`src/rtl/vector_load_unit_if.sv`:
```
// Bus bundle for vector_load_unit: load request, memory handshake and register-write port.
// The slave modport is the load unit; the master modport is whoever drives requests and
// models memory and the register file.
interface vector_load_unit_if;
  logic        Start;
  logic [31:0] Address;
  logic [3:0]  LaneMask;
  logic [1:0]  DestPos;
  logic        MemRead;
  logic [31:0] MemAddr;
  logic [31:0] MemData;
  logic        MemValid;
  logic [31:0] Data0;
  logic [31:0] Data1;
  logic [31:0] Data2;
  logic [31:0] Data3;
  logic        DataOut0;
  logic        DataOut1;
  logic        DataOut2;
  logic        DataOut3;
  logic [1:0]  DataPos;
  logic        RegWrite;
  logic        Busy;
  logic        Done;
  logic        Error;

  modport master (
    output Start, Address, LaneMask, DestPos, MemData, MemValid,
    input  MemRead, MemAddr, Data0, Data1, Data2, Data3,
    input  DataOut0, DataOut1, DataOut2, DataOut3, DataPos, RegWrite, Busy, Done, Error
  );

  modport slave (
    input  Start, Address, LaneMask, DestPos, MemData, MemValid,
    output MemRead, MemAddr, Data0, Data1, Data2, Data3,
    output DataOut0, DataOut1, DataOut2, DataOut3, DataPos, RegWrite, Busy, Done, Error
  );
endinterface

```
`src/rtl/vector_load_unit.sv`:
```
// Vector load unit: gathers up to four 32-bit lanes from memory, one outstanding read at a
// time, then writes them to a destination register in a single strobe.
// Optional macro VLU_TIMEOUT_EN adds a WAIT-state watchdog that aborts with Error.
// All outputs are registered from the next state, so they line up with the FSM state.
module vector_load_unit #(
  parameter int unsigned ADDR_STRIDE    = 4,
  parameter int unsigned TIMEOUT_CYCLES = 16
) (
  input logic               clk,
  input logic               reset,
  vector_load_unit_if.slave bus_io
);

  localparam logic [2:0] StIdle   = 3'd0;
  localparam logic [2:0] StReq    = 3'd1;
  localparam logic [2:0] StWait   = 3'd2;
  localparam logic [2:0] StWrite  = 3'd3;
  localparam logic [2:0] StFinish = 3'd4;

  if (TIMEOUT_CYCLES == 0) begin : g_bad_timeout
    $error("TIMEOUT_CYCLES must be nonzero");
  end

  logic [2:0]       state_q, state_d;
  logic [31:0]      base_q, base_d;
  logic [3:0]       mask_q, mask_d;
  logic [3:0]       pend_q, pend_d;   // lanes still to be fetched
  logic [1:0]       dest_q, dest_d;
  logic [3:0][31:0] buf_q, buf_d;
  logic [1:0]       cur_lane, next_lane;
  logic             err_d;

  logic             mem_read_q, reg_write_q, done_q, err_q, busy_q;
  logic [31:0]      mem_addr_q;
  logic [3:0][31:0] data_q;
  logic [3:0]       data_out_q;
  logic [1:0]       data_pos_q;

`ifdef VLU_TIMEOUT_EN
  localparam int unsigned CntW = $clog2(TIMEOUT_CYCLES) + 1;
  logic [CntW-1:0] wait_cnt_q, wait_cnt_d;
`endif

  function automatic logic [1:0] lowest_set(input logic [3:0] m);
    logic [1:0] r;
    r = 2'd0;
    for (int i = 3; i >= 0; i--) begin
      if (m[i]) r = 2'(i);
    end
    return r;
  endfunction

  assign cur_lane  = lowest_set(pend_q);
  assign next_lane = lowest_set(pend_d);

  // Next-state logic: request latching, lane walk and completion.
  always_comb begin
    state_d = state_q;
    base_d  = base_q;
    mask_d  = mask_q;
    pend_d  = pend_q;
    dest_d  = dest_q;
    buf_d   = buf_q;
    err_d   = 1'b0;
    case (state_q)
      StIdle: begin
        if (bus_io.Start) begin
          if (bus_io.DestPos == 2'b11) begin
            err_d = 1'b1;
          end else begin
            base_d  = bus_io.Address;
            mask_d  = bus_io.LaneMask;
            pend_d  = bus_io.LaneMask;
            dest_d  = bus_io.DestPos;
            state_d = (bus_io.LaneMask == 4'b0) ? StFinish : StReq;
          end
        end
      end
      StReq: state_d = StWait;
      StWait: begin
        if (bus_io.MemValid) begin
          buf_d[cur_lane]  = bus_io.MemData;
          pend_d[cur_lane] = 1'b0;
          state_d          = (pend_d == 4'b0) ? StWrite : StReq;
        end
`ifdef VLU_TIMEOUT_EN
        else if (wait_cnt_q == CntW'(TIMEOUT_CYCLES - 1)) begin
          err_d   = 1'b1;
          state_d = StIdle;
        end
`endif
      end
      StWrite:  state_d = StFinish;
      StFinish: state_d = StIdle;
      default:  state_d = StIdle;
    endcase
  end

`ifdef VLU_TIMEOUT_EN
  // Watchdog counts consecutive WAIT cycles; restarts on every fresh entry to WAIT.
  always_comb begin
    wait_cnt_d = '0;
    if (state_q == StWait && state_d == StWait) wait_cnt_d = wait_cnt_q + CntW'(1);
  end

  // Watchdog register.
  always_ff @(posedge clk or posedge reset) begin
    if (reset) wait_cnt_q <= '0;
    else       wait_cnt_q <= wait_cnt_d;
  end
`endif

  // FSM state and latched request context.
  always_ff @(posedge clk or posedge reset) begin
    if (reset) begin
      state_q <= StIdle;
      base_q  <= '0;
      mask_q  <= '0;
      pend_q  <= '0;
      dest_q  <= '0;
      buf_q   <= '0;
    end else begin
      state_q <= state_d;
      base_q  <= base_d;
      mask_q  <= mask_d;
      pend_q  <= pend_d;
      dest_q  <= dest_d;
      buf_q   <= buf_d;
    end
  end

  // Output registers, decoded from the next state so they coincide with the state itself.
  always_ff @(posedge clk or posedge reset) begin
    if (reset) begin
      mem_read_q  <= 1'b0;
      mem_addr_q  <= '0;
      reg_write_q <= 1'b0;
      data_out_q  <= '0;
      data_pos_q  <= '0;
      data_q      <= '0;
      done_q      <= 1'b0;
      err_q       <= 1'b0;
      busy_q      <= 1'b0;
    end else begin
      mem_read_q  <= (state_d == StReq);
      // 32-bit wrap-around is intended for addresses near the top of memory.
      if (state_d == StReq) mem_addr_q <= base_d + 32'(ADDR_STRIDE) * 32'(next_lane);
      reg_write_q <= (state_d == StWrite);
      data_out_q  <= (state_d == StWrite) ? mask_d : 4'b0;
      if (state_d == StWrite) begin
        data_pos_q <= dest_d;
        for (int i = 0; i < 4; i++) data_q[i] <= mask_d[i] ? buf_d[i] : 32'h0;
      end
      done_q <= (state_d == StFinish);
      err_q  <= err_d;
      busy_q <= (state_d != StIdle);
    end
  end

  assign bus_io.MemRead  = mem_read_q;
  assign bus_io.MemAddr  = mem_addr_q;
  assign bus_io.Data0    = data_q[0];
  assign bus_io.Data1    = data_q[1];
  assign bus_io.Data2    = data_q[2];
  assign bus_io.Data3    = data_q[3];
  assign bus_io.DataOut0 = data_out_q[0];
  assign bus_io.DataOut1 = data_out_q[1];
  assign bus_io.DataOut2 = data_out_q[2];
  assign bus_io.DataOut3 = data_out_q[3];
  assign bus_io.DataPos  = data_pos_q;
  assign bus_io.RegWrite = reg_write_q;
  assign bus_io.Busy     = busy_q;
  assign bus_io.Done     = done_q;
  assign bus_io.Error    = err_q;

endmodule

```
`src/flat_wrapper.sv`:
```
// flat-port wrapper written by rule: the top's interface ports become plain ports
module vector_load_unit_flat 
#(
  parameter int unsigned ADDR_STRIDE    = 4,
  parameter int unsigned TIMEOUT_CYCLES = 16
)
  (clk, reset, bus_io_Start, bus_io_Address, bus_io_LaneMask, bus_io_DestPos, bus_io_MemData, bus_io_MemValid, bus_io_MemRead, bus_io_MemAddr, bus_io_Data0, bus_io_Data1, bus_io_Data2, bus_io_Data3, bus_io_DataOut0, bus_io_DataOut1, bus_io_DataOut2, bus_io_DataOut3, bus_io_DataPos, bus_io_RegWrite, bus_io_Busy, bus_io_Done, bus_io_Error);
  vector_load_unit_if bus_io_i ();
  input logic clk;
  input logic reset;
  input wire logic [$bits(bus_io_i.Start)-1:0] bus_io_Start;
  input wire logic [$bits(bus_io_i.Address)-1:0] bus_io_Address;
  input wire logic [$bits(bus_io_i.LaneMask)-1:0] bus_io_LaneMask;
  input wire logic [$bits(bus_io_i.DestPos)-1:0] bus_io_DestPos;
  input wire logic [$bits(bus_io_i.MemData)-1:0] bus_io_MemData;
  input wire logic [$bits(bus_io_i.MemValid)-1:0] bus_io_MemValid;
  output wire logic [$bits(bus_io_i.MemRead)-1:0] bus_io_MemRead;
  output wire logic [$bits(bus_io_i.MemAddr)-1:0] bus_io_MemAddr;
  output wire logic [$bits(bus_io_i.Data0)-1:0] bus_io_Data0;
  output wire logic [$bits(bus_io_i.Data1)-1:0] bus_io_Data1;
  output wire logic [$bits(bus_io_i.Data2)-1:0] bus_io_Data2;
  output wire logic [$bits(bus_io_i.Data3)-1:0] bus_io_Data3;
  output wire logic [$bits(bus_io_i.DataOut0)-1:0] bus_io_DataOut0;
  output wire logic [$bits(bus_io_i.DataOut1)-1:0] bus_io_DataOut1;
  output wire logic [$bits(bus_io_i.DataOut2)-1:0] bus_io_DataOut2;
  output wire logic [$bits(bus_io_i.DataOut3)-1:0] bus_io_DataOut3;
  output wire logic [$bits(bus_io_i.DataPos)-1:0] bus_io_DataPos;
  output wire logic [$bits(bus_io_i.RegWrite)-1:0] bus_io_RegWrite;
  output wire logic [$bits(bus_io_i.Busy)-1:0] bus_io_Busy;
  output wire logic [$bits(bus_io_i.Done)-1:0] bus_io_Done;
  output wire logic [$bits(bus_io_i.Error)-1:0] bus_io_Error;
  assign bus_io_i.Start = bus_io_Start;
  assign bus_io_i.Address = bus_io_Address;
  assign bus_io_i.LaneMask = bus_io_LaneMask;
  assign bus_io_i.DestPos = bus_io_DestPos;
  assign bus_io_i.MemData = bus_io_MemData;
  assign bus_io_i.MemValid = bus_io_MemValid;
  assign bus_io_MemRead = bus_io_i.MemRead;
  assign bus_io_MemAddr = bus_io_i.MemAddr;
  assign bus_io_Data0 = bus_io_i.Data0;
  assign bus_io_Data1 = bus_io_i.Data1;
  assign bus_io_Data2 = bus_io_i.Data2;
  assign bus_io_Data3 = bus_io_i.Data3;
  assign bus_io_DataOut0 = bus_io_i.DataOut0;
  assign bus_io_DataOut1 = bus_io_i.DataOut1;
  assign bus_io_DataOut2 = bus_io_i.DataOut2;
  assign bus_io_DataOut3 = bus_io_i.DataOut3;
  assign bus_io_DataPos = bus_io_i.DataPos;
  assign bus_io_RegWrite = bus_io_i.RegWrite;
  assign bus_io_Busy = bus_io_i.Busy;
  assign bus_io_Done = bus_io_i.Done;
  assign bus_io_Error = bus_io_i.Error;
  vector_load_unit #(.ADDR_STRIDE(ADDR_STRIDE), .TIMEOUT_CYCLES(TIMEOUT_CYCLES)) u_core (.clk(clk), .reset(reset), .bus_io(bus_io_i));
endmodule
```
`config.mk`:
```
export PLATFORM = sky130hd
export DESIGN_NAME = vector_load_unit_flat
export DESIGN_NICKNAME = d
export VERILOG_FILES = /design/src/rtl/vector_load_unit_if.sv /design/src/rtl/vector_load_unit.sv /design/src/flat_wrapper.sv
export SDC_FILE = /design/constraint.sdc
export NUM_CORES = 1
export LEC_CHECK = 0
export ABC_AREA = 1
export BUFFER_PORTS_ARGS = -buffer_cell sky130_fd_sc_hd__buf_2
export CORE_MARGIN = 2
export CORE_UTILIZATION = 45
export CTS_BUF_LIST = sky130_fd_sc_hd__clkbuf_4
export DETAILED_ROUTE_END_ITERATION = 16
export PLACE_DENSITY_LB_ADDON = 0.2
export SLEW_MARGIN = 0
export SYNTH_ARGS = -nofsm -noshare
export SYNTH_HDL_FRONTEND = slang
export SYNTH_SLANG_ARGS = --single-unit
```
`constraint.sdc`:
```
create_clock -name clk -period 9.54 [get_ports clk]
set_input_delay 0.477 -clock clk [delete_from_list [all_inputs] [get_ports clk]]
set_output_delay 0.477 -clock clk [all_outputs]
set_load 0.05 [all_outputs]
```
# After elaboration in Yosys (flattened, before gate mapping)
# Cells that the tools add are included.
# totals
reg_bits	344
inputBits	74
out_inout_bits	171
elab_cells	80
# op_classes
add_sub_neg	1
order_cmp	2
n_eq_ne	7
muxes	42
bitwise	2
reduce_logical	5
# ops
operator	n
128-bit two-way mux	2
32-bit two-way mux	8
128-bit bitwise mux	1
32-bit demux with 2-bit select	1
32-bit by 4-bit adder with 32-bit output	1
4-bit two-way mux	7
2-bit two-way mux	12
3-bit two-way mux	4
3-bit case mux with 4 select lines	1
3-bit by 2-bit equality test with 1-bit output (second input constant)	3
4-bit logical NOT	2
4-bit case mux with 2 select lines	1
3-bit by 1-bit equality test with 1-bit output (second input constant)	2
4-bit AND	1
1-bit two-way mux	4
4-bit NOT	1
3-bit equality test (second input constant)	1
3-bit logical NOT	1
2-bit by 3-bit < comparator with 1-bit output (second input constant)	1
3-bit nonzero test	1
1-bit demux with 2-bit select	1
2-bit equality test (second input constant)	1
2-bit by 1-bit >= comparator with 1-bit output (second input constant)	1
1-bit logical AND	1

# Depth between registers and ports, before layout
# Gate-level depths: netlist (run 1).
# logic_depth
ltp_word	17
ltp_mapped	22
ltp_nobuf	22

# Least setup slack after synthesis (run 1)
# No wires, ideal clock.
# synth_timing
kind	in2reg
startpoint	in bus_io_Start
endpoint	reg u_core.mem_addr_q[16], in the netlist u_core.bus_io.MemAddr[16]
setup_ps	118
arrival_ps	2887
required_ps	9422
slack_ps	6535
cell_stages	18
path_buffers	1
path_cell_list	inv_1 -> a21oi_4 -> nand2_4 -> inv_2 -> buf_2 -> o31ai_1 -> a21oi_1 -> nor2_1 -> ha_1 -> inv_1 -> fa_1 -> inv_1 -> nand3_1 -> nor2_1 -> nand2_1 -> xor2_1 -> nand2_1 -> nand2_1
# synth_between
elab_chain_cells	7
word_cells_on_any_way	12
cone_classes	1 x add/sub; 1 x eq/ne; 10 x mux
# synth_rtl
item	line_no	rtl
from (decl)	flat_wrapper.sv:11	input wire logic [$bits(bus_io_i.Start)-1:0] bus_io_Start;
4-bit two-way mux	vector_load_unit.sv:67	if (bus_io.Start) begin
4-bit case mux with 2 select lines	vector_load_unit.sv:65	case (state_q)
net u_core.pend_d[3]	vector_load_unit.sv:27	logic [3:0] pend_q, pend_d;
2-bit two-way mux (4 in series)	vector_load_unit.sv:48	if (m[i]) r = 2'(i);
32-bit by 4-bit adder with 32-bit output	vector_load_unit.sv:147	if (state_d == StReq) mem_addr_q <= base_d + 32'(ADDR_STRIDE) * 32'(next_lane);
to (signal assigned)	vector_load_unit.sv:147	
to (decl)	vector_load_unit.sv:34	logic [31:0] mem_addr_q;
# The timed path passes the listed nets, and every way through them passes these cells.
# A chain may end at the register's enable or synchronous reset.

# Worst setup path after layout (run 1)
# layout_timing
startpoint	reg u_core.state_q[2]
endpoint	reg u_core.mem_addr_q[18], in the netlist u_core.bus_io.MemAddr[18]
# layout_between
elab_chain_cells	7
word_cells_on_any_way	16
cone_classes	1 x add/sub; 4 x eq/ne; 10 x mux; 1 x reduce/logical
# layout_rtl
item	line_no	rtl
from (decl)	vector_load_unit.sv:24	logic [2:0] state_q, state_d;
from (signal assigned)	vector_load_unit.sv:116	state_q <= StIdle;
from (signal assigned)	vector_load_unit.sv:123	state_q <= state_d;
3-bit by 2-bit equality test with 1-bit output or 3-bit logical NOT (tied branches)	vector_load_unit.sv:65	
4-bit case mux with 2 select lines (*)	vector_load_unit.sv:65	
net u_core.pend_d[3]	vector_load_unit.sv:27	
2-bit two-way mux (*) (4 in series)	vector_load_unit.sv:48	
32-bit by 4-bit adder with 32-bit output (*)	vector_load_unit.sv:147	
# Mark *: on every way through the listed nets, which the timed path passes. The rest lies on a longest branch.

==> results_dict.tcl, run 1 <==
set metrics [dict create \
    yosysWarnings 0 \
    placed_cell_area_um2 15500 \
    fin_crit_ns 4.61 \
    yosysSeqAreaShare_pct 61.1 \
    boundaryPins 245 \
    crit_arrival_ns 5.19 \
    fp.dieW_um 181 \
    clock.fmax_ghz 0.217 \
    drc 0 \
    gr-usage-all-layers_pct 23.1 \
    drtAntennaViolNets 0 \
    worst_slew_pin_slew_ns 1.13 \
    status "finished, final reports clean" \
    cts_resized 0 \
    fin_area_um2 16700 \
    holdPathStages 3 \
    die_area_um2 32700 \
    hp-start "bus_io_LaneMask[1]" \
    timing.final.ws_setup_ns 4.93 \
    htree_levels 3 \
    grt_pass1_vias 11300 \
    root_buffer "clkbuf_4" \
    portBuffers 244 \
    drv_slew 0 \
    cts_num_sinks 344 \
    slew_headroom_pct 24.3 \
    grt_max_degree 173 \
    rows 64 \
    grt.overflow.total 0 \
    startpoint_type "register" \
    cp.required_ns 10.12 \
    post_drt_wl_per_cell_um 15.5 \
    globalplace.congestion 0.891 \
    p_leak_nw 9.41 \
    whs_endpoint "u_core.pend_q[1]$_DFF_PP0_" \
    worstReg2RegEnd "u_core.bus_io.MemAddr[18]$_DFFE_PP0P_" \
    start_util_pct 45.8 \
    dr.pass1.iters 5 \
    r2r_cells 19 \
    fin_crit_sh_pct 48.3 \
    final_core_util_pct 54.5 \
    synth_area_um2 14100 \
    rsz0062_at_grt "no" \
    syn-num-nets 1701 \
    vias_per_cell 4.85 \
    ys_ff_latch 344 \
    ir_drop_v 0.000227 \
    clk_pin_slew_ns 0.06 \
    setup.worst_path.end_class "register" \
    r2r-start "u_core.state_q[2]$_DFF_PP0_" \
    timing.max_cap.violations 0 \
    fillCellCount 2979 \
    crit_type "reg -> reg" \
    clock_latency_ns 0.72 \
    grt_pass1_wl_um 60600 \
    tns_ns 0 \
    multi_input_area_um2 4750 \
    pre_cts_ws_ns 5.02 \
    post_cts_buffers 0 \
    holdCritPathClass "in -> reg" \
    report.final.hold_viol_count 0 \
    cts-buffers-inserted 93 \
    cp_max_fo 50 \
    syn_inst 1624 \
    synth_flop_cell "dfrtp_1" \
    cts_tree "done" \
    drive_gt1_share_pct 22.2 \
    fin_nets 1980 \
    async_flop_share_pct 100 \
    final-setup-viol-count 0 \
    regArea_um2 8610 \
    drtIter0Drc 841 \
    area_delta_synth_final_pct 18.8 \
    syn_area_per_cell_um2 8.68 \
    antenna_found_initial 4 \
    clock_skew_ns 0.0578 \
    finalPower_mw 6.52 \
    core_area_um2 30700 \
    pwr_density_cell_nw_per_um2 389 \
    synth_edf_count 0 \
    dp_hpwl_um 23700 \
    synth_cell_types 32 \
    wl_um 36700 \
    clockBufferDepth 3 \
    die_h_um 181 \
    vias 11500 \
    rrSetupSlack_ns 4.93 \
]
==> cells by family (layout without fill, tap and decap cells) <==
logic type	after synthesis	count (layout)	synth area share, %
and+or+nand+nor	934	934	26.6
other	0	3	0
AOI/OAI and AO/OA	158	158	5.86
buffers and inverters	173	518	5.34
adders and majority gates	3	3	0.320
DFF	344	344	61.1
xor gates and xnor gates	12	12	0.746
==> stage by stage <==
| stage | cells | hold WS [ns] |
|---|---|---|
| floorplan | 1624 | 0.441 |
| global placement | 2199 | 0.457 |
| detailed placement | 2199 | 0.460 |
| CTS | 2365 | 0.00626 |
| global route | 2367 | 0.0379 |
| finish | 2368 | 0.0733 |
==> layer usage <==
layer	vias to the layer above	global-route usage (%)	part of all wire, %
li1	5654	-	-
met1	5430	32.9	47
met2	367	35.8	45
met3	43	5.42	6.7
met4	2	6.31	1.4
met5	-	0	0.019
==> cell type report <==
type | count | share of cell area, %
flip-flops and latches | 344 | 51.4
well taps | 396 | 2.96
clock inverters | 32 | 1.20
diodes | 3 | 0.0448
inverters | 101 | 2.29
clock buffers | 129 | 5.78
repair buffers | 256 | 7.98
multi-input cells | 1107 | 28.4
==> sequential cells by signal, summed over array words and instances, names as in the netlist, 4 cells and up <==
signal                 flops
u_core.mask_q              4
u_core.bus_io.MemAddr     32
u_core.bus_io.Data2       32
u_core.base_q             32
u_core.bus_io.Data0       32
u_core.bus_io.Data3       32
u_core.bus_io.Data1       32
u_core.data_out_q          4
u_core.buf_q             128
u_core.pend_q              4
==> placed cells by master, fill, tap and decap left out, types with 3 or more instances in the layout <==
| cell type | count |
|---|---|
| a21oi_1 | 70 |
| buf_2 | 244 |
| buf_4 | 6 |
| clkbuf_4 | 129 |
| clkinv_1 | 17 |
| clkinv_2 | 8 |
| clkinvlp_4 | 3 |
| dfrtp_1 | 344 |
| diode_2 | 3 |
| dlygate4sd3_1 | 5 |
| inv_1 | 91 |
| inv_2 | 10 |
| nand2_1 | 722 |
| nand2_2 | 7 |
| nand3_1 | 49 |
| nand3b_1 | 15 |
| nand4_1 | 3 |
| nor2_1 | 112 |
| nor2_2 | 7 |
| nor2_4 | 9 |
| nor3_1 | 3 |
| o21ai_0 | 72 |
| o21ai_1 | 9 |
| xor2_1 | 12 |
==> report_power, final <==
part	internal (mW)	total, mW	switching [mW]
combinational	0.653	2.84	2.18
sequential	2.09	2.39	0.298
clock	0.682	1.29	0.611
==> worst max path at each step <==
| stage | cells after the start | slack (ns) | startpoint | endpoint |
|---|---|---|---|---|
| after floorplan | 1 | 4.46 | reset | u_core.base_q[0]$_DFF_PP0_ |
| after global placement | 19 | 5.17 | u_core.state_q[2]$_DFF_PP0_ | u_core.bus_io.MemAddr[16]$_DFFE_PP0P_ |
| after detailed placement | 19 | 5.02 | u_core.state_q[2]$_DFF_PP0_ | u_core.bus_io.MemAddr[18]$_DFFE_PP0P_ |
| after CTS | 19 | 5.00 | u_core.state_q[2]$_DFF_PP0_ | u_core.bus_io.MemAddr[18]$_DFFE_PP0P_ |
| after global routing | 19 | 4.39 | u_core.state_q[2]$_DFF_PP0_ | u_core.bus_io.MemAddr[18]$_DFFE_PP0P_ |
| final | 19 | 4.93 | u_core.state_q[2]$_DFF_PP0_ | u_core.bus_io.MemAddr[18]$_DFFE_PP0P_ |
==> Yosys cell counts (3+ instances only) <==
library cell	n	area (µm²)
buf_6	3	33.8
nand3b_1	15	113
nand2_2	5	31.3
o21ai_0	72	360
a21oi_1	70	350
inv_1	92	345
nor2_1	113	424
o21ai_1	9	45.0
nand2_1	724	2720
xor2_1	12	105
buf_4	7	52.6
nor3_1	4	20.0
nor2_2	7	43.8
dfrtp_1	344	8610
nor2_4	8	90.1
clkbuf_1	18	67.6
nand3_1	49	245
buf_2	44	220
inv_2	9	33.8
nand4_1	3	18.8
==> critical path: stages (launching register included) <==
cell     delay [ns]
dfrtp_1        0.41
inv_2          0.07
nand2_2        0.06
nor2_4         0.74
nand2_4        0.59
inv_2          0.39
nand2_1        0.11
o31ai_1        0.14
a21oi_1        0.14
nor2_1         0.10
ha_1           0.17
inv_1          0.06
fa_1           0.45
inv_1          0.13
nand3_1        0.23
nor2_1         0.33
nand2_1        0.11
xor2_1         0.15
nand2_1        0.05
nand2_1        0.05
==> timing repair <==
action | 4_1_cts | 5_1_grt
endpoints found under the setup margin | 0 | 0
hold endpoints to repair | 31 | 0
hold buffers | 5 | 0
Power figures use the tool's default switching activity.
==> run 2: changes to the inputs <==
- clock period: 9.54 -> 4.8 ns (I/O delays scaled with it)
==> results_dict.tcl, run 2 (same netlist as run 1, synthesis figures left out) <==
set metrics [dict create \
    ir_drop_v 0.000494 \
    regMostFlops "u_core.buf_q" \
    grt_pass1_vias 11800 \
    start_util_pct 45.8 \
    grt_max_degree 155 \
    cts_tree "done" \
    boundaryPins 245 \
    rows 64 \
    cp_top_family "simple AND/OR/NAND/NOR gates" \
    dr.pass1.iters 5 \
    comb_power_share_pct 44.1 \
    netSwitchingPower_mw 6.14 \
    final_core_util_pct 56.6 \
    power_frac_seq_pct 36.8 \
    area_delta_synth_final_pct 23.5 \
    fillCellCount 2890 \
    p_int_mw 6.79 \
    report.final.hold_viol_count 0 \
    grtUsageMet1_pct 33.1 \
    finalPower_mw 12.9 \
    clock.fmax_ghz 0.262 \
    portBuffers 244 \
    antenna_found_initial 3 \
    final_common_cell "nand2_1" \
    rsz0062_at_grt "no" \
    drtAntennaViolNets 0 \
    final-setup-viol-count 0 \
    clockBufferDepth 3 \
    gr-usage-all-layers_pct 23.7 \
    grt.overflow.total 0 \
    clock_skew_ns 0.0550 \
    final_cells 2429 \
    drv_slew 0 \
    grt.busiest_layer "met2" \
    rrSetupSlack_ns 0.99 \
    drtIter0Drc 749 \
    clockPowerShare_pct 19.1 \
    pwr_density_cell_nw_per_um2 744 \
    htree_levels 3 \
    grt_pass1_wl_um 62000 \
    fp.dieW_um 181 \
    cp.required_ns 5.35 \
    vias_per_cell 4.85 \
    r2r-start "u_core.state_q[2]$_DFF_PP0_" \
    cp_max_fo 50 \
    status "finished, final reports clean" \
    die_h_um 181 \
    cts_num_sinks 344 \
    core_area_um2 30700 \
    fin_crit_sh_pct 79.4 \
    root_buffer "clkbuf_4" \
    critPathBufInv 4 \
    clk_pin_slew_ns 0.06 \
    grt_util_met3_pct 4.43 \
    vias 11800 \
    wl_um 38000 \
    crit_arrival_ns 4.37 \
    largest_reg_flops 128 \
    slew_headroom_pct 24.3 \
    clock_latency_ns 0.72 \
    fin_nets 2049 \
    setup.worst_path.end_class "register" \
    swShare_pct 47.5 \
    grt_use_met2_pct 37.0 \
    cpMostUsedCell "nand2_1" \
    mostFrequentLayoutCells "nand2_1 (722), dfrtp_1 (344), buf_2 (244)" \
    dp_cells 2201 \
    drc 0 \
    timing.max_cap.violations 0 \
    r2r_cells 18 \
    p_leak_nw 9.67 \
    crit_type "reg -> reg" \
    drive_gt1_share_pct 21.2 \
    worstReg2RegEnd "u_core.bus_io.MemAddr[16]$_DFFE_PP0P_" \
    dp_hpwl_um 24100 \
    max_stage_delay_ns 0.46 \
    critPathSlowestCell "o31ai_1" \
    startpoint_type "register" \
    globalplace.congestion 0.867 \
    die_area_um2 32700 \
    cts-buffers-inserted 91 \
    cp-startpoint "u_core.state_q[2]$_DFF_PP0_" \
    fin_crit_ns 3.81 \
    worst_slew_pin_slew_ns 1.13 \
    holdCritPathClass "in -> async" \
    post_drt_wl_per_cell_um 15.6 \
    crit_chain "inv_2 -> nand2_2 -> nor2_4 -> nand2_4 -> inv_2 -> o31ai_1 -> a21oi_1 -> nor2_1 -> ha_1 -> inv_1 -> fa_1 -> inv_1 -> nand3_1 -> nor2_1 -> nand2_1 -> xor2_1 -> nand2_1 -> nand2_1" \
]
[run 2: metrics by stage]
step,cell area [µm²],setup TNS [ns],hold WS (ns),setup slack (ns)
detailed placement,15500,0,0.322,1.04
floorplan,14100,-14.62,0.366,-0.0425
finish,17400,0,0.161,0.987
global route,17400,0,0.165,0.597
CTS,17400,0,0.107,0.987
global placement,15500,0,0.319,1.28
[run 2: what timing repair did]
item                      CTS  global route
resized for setup           0             0
hold buffers               74             0
hold endpoints to repair  271             0
buffers inserted            0             0
[run 2: area by class of cell]
type	instances	area, µm²	area share (%)
clock inverter	21	129	0.741
tap	396	495	2.85
inverter	101	383	2.20
timing repair buffer	327	2050	11.8
antenna	3	7.51	0.0431
clock buffer	130	976	5.61
sequential	344	8610	49.5
multi-input combinational	1107	4750	27.3
[run 2: worst max path at each step]
stage                                                  endpoint  slack (ns)  cells past startpoint
after floorplan                      u_core.base_q[0]$_DFF_PP0_       -0.04                      1
after global placement    u_core.bus_io.MemAddr[16]$_DFFE_PP0P_        1.28                     18
after detailed placement  u_core.bus_io.MemAddr[18]$_DFFE_PP0P_        1.04                     18
after CTS                 u_core.bus_io.MemAddr[18]$_DFFE_PP0P_        0.99                     18
after global routing      u_core.bus_io.MemAddr[16]$_DFFE_PP0P_        0.60                     18
final                     u_core.bus_io.MemAddr[16]$_DFFE_PP0P_        0.99                     18
[run 2: power by group through the flow]
stage                     clock (mW)  combinational [mW]  sequential, mW
after floorplan                    0                2.30            6.73
after global placement             0                5.57            4.78
after detailed placement           0                5.67            4.79
after CTS                       2.55                5.74            4.76
after global routing            2.72                6.24            4.89
final                           2.47                5.70            4.76
[run 2: worst min-delay path, stage by stage]
cell,delay (ns)
dlygate4sd3_1,0.54
buf_2,0.14
clkinvlp_4,0.36
[run 2: per-layer routing]
metal	part of all wire, %	vias to the layer above
li1	-	5770
met1	46	5544
met2	45	389
met3	5.9	79
met4	2.8	0
met5	0	-
